**src/rtl/mfp_ahb_dma_copy.sv**
```systemverilog
`default_nettype none
// ============================================================================
// Module      : mfp_ahb_dma_copy
// Description : AHB-Lite single-master block-copy engine. Moves a run of
//               32-bit words from a source to a destination address as
//               alternating SINGLE word reads and writes, with no CPU
//               involvement (boot-time RAM preload, buffer moves).
//               Optional fill mode (macro MFP_AHB_DMA_FILL_EN) writes a
//               constant fill_value instead of copying read data.
// Revision    : 1.0 - initial release
// ============================================================================
module mfp_ahb_dma_copy #(
    parameter int COUNT_WIDTH = 16
) (
    input  logic                   HCLK,
    input  logic                   HRESETn,
    input  logic                   start,
    input  logic [31:0]            src_addr,
    input  logic [31:0]            dst_addr,
    input  logic [COUNT_WIDTH-1:0] word_count,
    output logic                   busy,
    output logic                   done,
    output logic                   error,
    output logic [31:0]            HADDR,
    output logic [1:0]             HTRANS,
    output logic [2:0]             HBURST,
    output logic [2:0]             HSIZE,
    output logic                   HWRITE,
    output logic [31:0]            HWDATA,
    input  logic [31:0]            HRDATA,
    input  logic                   HREADY,
    input  logic                   HRESP
`ifdef MFP_AHB_DMA_FILL_EN
    ,
    input  logic                   fill,
    input  logic [31:0]            fill_value
`endif
);

    localparam logic [2:0] c_st_idle    = 3'd0;
    localparam logic [2:0] c_st_rd_addr = 3'd1;
    localparam logic [2:0] c_st_rd_data = 3'd2;
    localparam logic [2:0] c_st_wr_addr = 3'd3;
    localparam logic [2:0] c_st_wr_data = 3'd4;
    localparam logic [2:0] c_st_done    = 3'd5;

    localparam logic [1:0] c_htrans_idle   = 2'b00;
    localparam logic [1:0] c_htrans_nonseq = 2'b10;

    localparam logic [COUNT_WIDTH-1:0] c_count_one  = {{(COUNT_WIDTH-1){1'b0}}, 1'b1};
    localparam logic [31:0]            c_word_bytes = 32'd4;

    logic [2:0]             r_state;
    logic [2:0]             w_next_state;
    logic [31:0]            r_src;
    logic [31:0]            r_dst;
    logic [COUNT_WIDTH-1:0] r_remaining;
    logic [31:0]            r_buf;
    logic                   r_error;
    logic                   w_fill_req;
    logic                   w_fill_mode;
    logic                   w_last_word;
    logic                   w_unused_addr_lsbs;

    // Addresses are word aligned; the byte-offset bits are dropped on latch.
    assign w_unused_addr_lsbs = ^{src_addr[1:0], dst_addr[1:0]};

    assign w_last_word = (r_remaining == c_count_one);

`ifdef MFP_AHB_DMA_FILL_EN
    logic r_fill;

    assign w_fill_req  = fill;
    assign w_fill_mode = r_fill;

    // Fill mode is captured with the job so the request pins may change afterwards.
    always_ff @(posedge HCLK or negedge HRESETn) begin
        if (!HRESETn) begin
            r_fill <= 1'b0;
        end else if ((r_state == c_st_idle) && start) begin
            r_fill <= fill;
        end
    end
`else
    assign w_fill_req  = 1'b0;
    assign w_fill_mode = 1'b0;
`endif

    // State register; reset aborts any outstanding transfer immediately.
    always_ff @(posedge HCLK or negedge HRESETn) begin
        if (!HRESETn) begin
            r_state <= c_st_idle;
        end else begin
            r_state <= w_next_state;
        end
    end

    // Next-state decode: read, write, repeat until the counter runs out or the slave errors.
    always_comb begin
        w_next_state = r_state;
        case (r_state)
            c_st_idle: begin
                if (start) begin
                    if (word_count == '0) begin
                        w_next_state = c_st_done;
                    end else if (w_fill_req) begin
                        w_next_state = c_st_wr_addr;
                    end else begin
                        w_next_state = c_st_rd_addr;
                    end
                end
            end
            c_st_rd_addr: begin
                if (HREADY) begin
                    w_next_state = c_st_rd_data;
                end
            end
            c_st_rd_data: begin
                if (HRESP) begin
                    w_next_state = c_st_done;
                end else if (HREADY) begin
                    w_next_state = c_st_wr_addr;
                end
            end
            c_st_wr_addr: begin
                if (HREADY) begin
                    w_next_state = c_st_wr_data;
                end
            end
            c_st_wr_data: begin
                if (HRESP) begin
                    w_next_state = c_st_done;
                end else if (HREADY) begin
                    if (w_last_word) begin
                        w_next_state = c_st_done;
                    end else if (w_fill_mode) begin
                        w_next_state = c_st_wr_addr;
                    end else begin
                        w_next_state = c_st_rd_addr;
                    end
                end
            end
            c_st_done: begin
                w_next_state = c_st_idle;
            end
            default: begin
                w_next_state = c_st_idle;
            end
        endcase
    end

    // Job registers: latched on start, advanced after each completed write; frozen on error.
    always_ff @(posedge HCLK or negedge HRESETn) begin
        if (!HRESETn) begin
            r_src       <= '0;
            r_dst       <= '0;
            r_remaining <= '0;
            r_buf       <= '0;
            r_error     <= 1'b0;
        end else begin
            case (r_state)
                c_st_idle: begin
                    if (start) begin
                        r_src       <= {src_addr[31:2], 2'b00};
                        r_dst       <= {dst_addr[31:2], 2'b00};
                        r_remaining <= word_count;
                        r_error     <= 1'b0;
`ifdef MFP_AHB_DMA_FILL_EN
                        if (fill) begin
                            r_buf <= fill_value;
                        end
`endif
                    end
                end
                c_st_rd_data: begin
                    if (HRESP) begin
                        r_error <= 1'b1;
                    end else if (HREADY) begin
                        r_buf <= HRDATA;
                    end
                end
                c_st_wr_data: begin
                    if (HRESP) begin
                        r_error <= 1'b1;
                    end else if (HREADY) begin
                        r_remaining <= r_remaining - c_count_one;
                        r_src       <= r_src + c_word_bytes;
                        r_dst       <= r_dst + c_word_bytes;
                    end
                end
                default: begin
                end
            endcase
        end
    end

    // Bus and status outputs decoded purely from the registered state and job registers.
    always_comb begin
        HTRANS = c_htrans_idle;
        HWRITE = 1'b0;
        HADDR  = r_src;
        busy   = 1'b0;
        done   = 1'b0;
        case (r_state)
            c_st_rd_addr: begin
                HTRANS = c_htrans_nonseq;
                busy   = 1'b1;
            end
            c_st_rd_data: begin
                busy   = 1'b1;
            end
            c_st_wr_addr: begin
                HTRANS = c_htrans_nonseq;
                HWRITE = 1'b1;
                HADDR  = r_dst;
                busy   = 1'b1;
            end
            c_st_wr_data: begin
                HADDR  = r_dst;
                busy   = 1'b1;
            end
            c_st_done: begin
                done   = 1'b1;
            end
            default: begin
            end
        endcase
    end

    assign HWDATA = r_buf;
    assign HBURST = 3'b000;
    assign HSIZE  = 3'b010;
    assign error  = r_error;

endmodule
`default_nettype wire
```
**config.mk**
```make
export PLATFORM = sky130hd
export DESIGN_NAME = mfp_ahb_dma_copy
export DESIGN_NICKNAME = d
export VERILOG_FILES = /design/src/rtl/mfp_ahb_dma_copy.sv
export SDC_FILE = /design/constraint.sdc
export NUM_CORES = 1
export LEC_CHECK = 0
export BUFFER_PORTS_ARGS = -buffer_cell sky130_fd_sc_hd__buf_2
export CORE_MARGIN = 4
export CORE_UTILIZATION = 48
export DETAILED_ROUTE_END_ITERATION = 8
export PLACE_DENSITY = 0.81
export SETUP_SLACK_MARGIN = 0.5
export SKIP_LAST_GASP = 1
export SYNTH_ARGS = -nofsm -noshare
export SYNTH_HDL_FRONTEND = slang
export SYNTH_SLANG_ARGS = --single-unit
```
**constraint.sdc**
```tcl
create_clock -name HCLK -period 2.1 [get_ports HCLK]
set_clock_uncertainty 0.05 [all_clocks]
set_input_delay 0.315 -clock HCLK [delete_from_list [all_inputs] [get_ports HCLK]]
set_output_delay 0.315 -clock HCLK [all_outputs]
set_load 0.01 [all_outputs]
```
==> Word level (Yosys, flattened, before mapping) <==
Cells that the tools add are included.
{ "word_totals": {"word_cells": 66, "reg_bits": 116, "out_inout_bits": 76} }
{ "classes": {"n_eq_ne": 14, "reduce_logical": 12, "n_bitwise": 1, "n_mux": 30, "add_sub_neg": 3} }
{ "op_table": {"columns": ["cell", "n"], "rows": [
  ["2-to-1 mux 32 bit", 7],
  ["one-hot mux 32 bit (2 select lines)", 2],
  ["adder 32 x 3 -> 32 bit, second input constant", 2],
  ["2-to-1 mux 16 bit", 3],
  ["one-hot mux 16 bit (2 select lines)", 1],
  ["2-to-1 mux 3 bit", 9],
  ["equality test 16 x 1 -> 1 bit, second input constant", 1],
  ["zero test 16 bit", 1],
  ["subtractor 16 x 1 -> 16 bit, second input constant", 1],
  ["one-hot mux 3 bit (5 select lines)", 1],
  ["!= test 2 bit, second input constant", 5],
  ["equality test 3 x 2 -> 1 bit, second input constant", 2],
  ["equality test 3 bit, second input constant", 2],
  ["!= test 3 bit, second input constant", 2],
  ["AND reduction 3 bit", 2],
  ["OR reduction 2 bit", 3],
  ["2-to-1 mux 1 bit", 5],
  ["AND reduction 5 bit", 1],
  ["AND reduction 4 bit", 1],
  ["nonzero test 2 bit", 2],
  ["OR reduction 4 bit", 1],
  ["equality test 3 x 1 -> 1 bit, second input constant", 1],
  ["zero test 3 bit", 1],
  ["2-to-1 mux 2 bit", 1],
  ["3 further kinds", 3]
]} }

==> Logic depth before layout (Yosys ltp) <==
{ "logic_depth": {"word_depth": 5, "depth_mapped": 8, "depth_no_buf": 7} }

==> Worst setup path before layout <==
OpenSTA, ideal clock, no wires.
{ "synth_path": {"path_kind": "register to output", "start": "register r_state[0]", "end": "output port HADDR[10]", "path_slack_ns": -0.145, "path_stages_with_launch": 7, "t_arrival_ns": 1.880, "path_cell_list": "dfrtp_1 > inv_1 > nor3b_1 > nand2b_1 > buf_2 > buf_2 > mux2_2"} }
{ "synth_via": {"elab_chain_len": 3} }
{ "synth_lines": {"columns": ["element", "line", "rtl"], "rows": [
  ["start, declared", "53", "logic [2:0] r_state;"],
  ["start signal, assigned", "92", "r_state <= c_st_idle;"],
  ["start signal, assigned", "94", "r_state <= w_next_state;"],
  ["equality test 3 bit / equality test 3 x 2 -> 1 bit (equally long branches)", "204", "case (r_state)"],
  ["OR reduction 2 bit (no source line) *", null, null],
  ["2-to-1 mux 32 bit *", "204", null],
  ["end, declared", "24", "output logic [31:0] HADDR,"]
]} }
Mark *: on every way between the ends. The rest lies on a longest branch, timed or not.

==> Final worst setup path <==
{ "layout_path": {"start": "register r_state[2]", "end": "output port HADDR[23]"} }
The elaborated chain is that of the path after synthesis.

==> out/results.tsv <==
stage	metric	value	unit
placed_design	port buffer count	179	
cts	clock slew at the register clock pins of the worst setup and hold paths	0.08	ns
routing	Iter 0 DRT Violations	968	
critical_path	CP Cell Sequence	nor3b_4, nand2b_4, buf_4, mux2_4, buf_2	
job	max cap viols	0	
cells_and_area	fin util	0.8540	
global_route	first-pass GRT wire length	40.41	mm
floorplanning	Die Area	0.01604	mm²
critical_path	Worst Path Max Fanout	5	
yosys	largest area contributor in the netlist	dfrtp_1	
yosys	top cells by area, synth	dfrtp_1 41%, mux2_2 9.2%, a21oi_1 4.5%, o21ai_0 3.9%, nand2_1 3.7%	
cts	CTS tree	yes	
timing	f_max	0.4305	GHz
placed_design	Placed Area	0.008772	mm²
outcome	status	finished with violations	
cts	clk sink count	112	
cts	clk_lat worst skew	0.38	ns
critical_path	CP Class	reg -> out	
cells_and_area	Final Cell Area	0.01181	mm²
global_route	gr ovfl total	0	
cts	Bufs on Longest Clock Path	2	
yosys	synthesized area	0.006758	mm²
yosys	synth unique cells	70	
timing	unrepaired setup endpoints after global routing	true	
global_route	initial antenna violation count	0	
yosys	Syn Area/Cell	8.974	µm²
global_route	gr usage total	0.3185	
timing	final setup margin	-0.2228	ns
critical_path	Setup crit start kind	flip-flop	
yosys	number of flops mapped to enable cells by yosys	0	
yosys	cells after synthesis	753	
routing	Residual DRC	0	
cts	CTS HTree Levels	3	
floorplanning	num rows	43	
placed_design	dpl cells	1130	
critical_path	slowest stage delay, CP	0.45	ns
outcome	failing checks	negative setup slack	
cells_and_area	Area growth, synth to finish	74.73	%
yosys	Synth warnings	0	
floorplanning	Top Ports	193	
critical_path	CP max stage cell	dfrtp_1	
routing	drt total wl	32.67	mm
cells_and_area	FILL cells	641	
pwr	Power per Cell Area	1700	mW/mm²
cells_and_area	Post-Layout Cell Count	1264	
cts	Root Buffer	clkbuf_16	
placed_design	RD Place Congestion	0.9294	
global_route	largest net degree at the start of global routing	59	
floorplanning	Die W	126.7	µm
min_path	worst min-delay path class	in -> reg	
placed_design	Detailed Place HPWL	15.79	mm
routing	First-pass DRT Iterations	6	
timing	crit path time final	2.323	ns
floorplanning	Initial Util	0.4887	
routing	via/cell ratio	6.789	
timing	fin crit share	1.106	
routing	DR vias	8581	
routing	DRT antenna net count	0	
timing	fin. max-slew vios	0	
yosys	Async SR Flop Fraction	1.000	
cts	CTS Buf Count	9	
yosys	top cell type's share of synthesized area	0.4147	
yosys	register area share after synthesis	0.4147	
pwr	Worst VDD drop	0.9730	mV
cells_and_area	Nets	1200	
routing	routed len/inst	25.85	µm
pwr	Pleak	5.107	nW
critical_path	required time of the worst setup path	1.74	ns
yosys	Post-synth top cells	112 x dfrtp_1, 66 x nand2_1, 61 x a21oi_1	
floorplanning	Chip Height	126.7	µm
timing	setup violators final	34	
yosys	most common cell in the netlist	dfrtp_1	
cells_and_area	share of cells above drive strength 1	0.5996	
floorplanning	core region area	0.01383	mm²
timing	Final Hold Vio Count	0	
yosys	synthesized flop and latch total	112	
cells_and_area	ant diodes	0	
yosys	Post-synth top flop	dfrtp_1	
critical_path	Arrival @ worst endpoint	1.96	ns
global_route	vias in the first global route	7528	
critical_path	Critical Path Sink Type	output pin	
[per-layer routing]
layer  vias to the layer above  track usage  wire length [µm]
li1                       3505            -                 -
met1                      4117       0.3986             11580
met2                       726       0.5140             15130
met3                       233      0.07495              3485
met4                         0       0.1659              2479
met5                         -            0                 0
[final timing paths]
path | start | end | slack, ns | cells after the start
max in group asynchronous | HRESETn | r_src[10] | 0.94 | 3
worst min register to register | HWDATA[17] | HWDATA[17] | 0.46 | 1
worst max register to register | r_state[2] | r_src[29] | -0.04 | 9
worst max-delay path | r_state[2] | HADDR[23] | -0.22 | 5
min in group asynchronous | HRESETn | HWDATA[6] | 0.33 | 2
worst min-delay path | src_addr[26] | r_src[26] | 0.12 | 3
[report_power, final]
part | internal (mW) | leakage [nW] | total, mW | switching (mW)
combinational | 6.96 | 3.63 | 13.4 | 6.45
clock | 1.05 | 0.159 | 1.95 | 0.901
sequential | 3.26 | 1.32 | 4.70 | 1.44
[registers in the layout, summed over array words and instances (netlist names)]
name and count:
r_src 30, r_remaining 16, HWDATA 32, r_state 3, error 1, r_dst 30
[repair_timing]
item | in CTS | in global routing
setup buffers | 51 | 37
resized for setup | 103 | 233
pin swaps | 25 | 68
hold endpoints to repair | 16 | 0
hold buffers | 1 | 0
cloned | 21 | 8
endpoints found under the setup margin | 143 | 144
[layout by cell type (no fill, tap or decap), types with 6 or more instances in the layout]
cell       Yosys  final
buf_2         10    172
dfrtp_1      112    102
buf_4         10     88
mux2_4         0     56
nand2_1       66     50
buf_6          1     50
nor2_1        52     40
a21oi_2        0     27
a21oi_1       61     26
nand3_1       37     25
buf_12         0     21
o21ai_2        0     19
nand4_1       18     18
nor3_1        30     17
o21ai_1        1     17
buf_16         0     17
clkbuf_16      0     16
o21ai_0       53     14
nand3_2        0     11
a31oi_1       13     11
inv_1         13     10
nand2_2        0     10
dfrtp_2        0     10
nor4_4         0      9
o22a_1         9      9
conb_1         2      9
buf_8          0      9
o21a_1         9      8
o22ai_1       15      8
nor4_1        22      8
nor3_2         2      8
a21oi_4        0      8
a2bb2oi_2      0      8
nor3_4         0      7
or3_1          9      7
nor2_2         1      7
o22ai_2        0      7
nor2_4         0      6
a311oi_2       0      6
a2bb2oi_1     14      6
[critical path, delay by kind of cell (launching register included)]
kind / cells / cell delay, ns
AND/OR/NAND/NOR: 2 / 0.47
flip-flops: 1 / 0.45
buffers and inverters: 2 / 0.34
multiplexers: 1 / 0.31
[through the flow]
stage	hold slack [ns]	setup TNS [ns]	worst slack, ns	total power, mW
CTS	0.1282	-3.457	-0.1665	16.79
global route	0.1161	-6.944	-0.2832	20.79
finish	0.1178	-4.966	-0.2228	20.07
floorplan	-0.03059	0	0.1067	9.778
detailed placement	0.1708	0	0.02693	12.45
global placement	0.1679	0	0.08157	12.24
[cell type report]
type / count / area (µm²) / area share
well taps: 180 / 225.2 / 0.01907
clock buffers: 9 / 225.2 / 0.01907
clock inverters: 7 / 96.34 / 0.008159
inverters: 13 / 51.30 / 0.004345
flip-flops and latches: 112 / 2815 / 0.2384
multi-input cells: 578 / 5101 / 0.4320
repair buffers: 365 / 3293 / 0.2789
[cells by family (layout without fill, tap and decap cells)]
family                   Yosys count  in the layout  share of synthesized area
AO/OA/AOI/OAI                    222            225                     0.2133
XOR/XNOR                           2              2                   0.002593
adder cells (fa/ha/maj)            4              4                   0.007406
buffers and inverters             74            394                    0.05258
flip-flops                       112            112                     0.4147
multiplexers                      59             59                    0.09794
other                              2              9                   0.001111
AND/OR/NAND/NOR                  278            279                     0.2103
(Power assumes the default switching activity.)
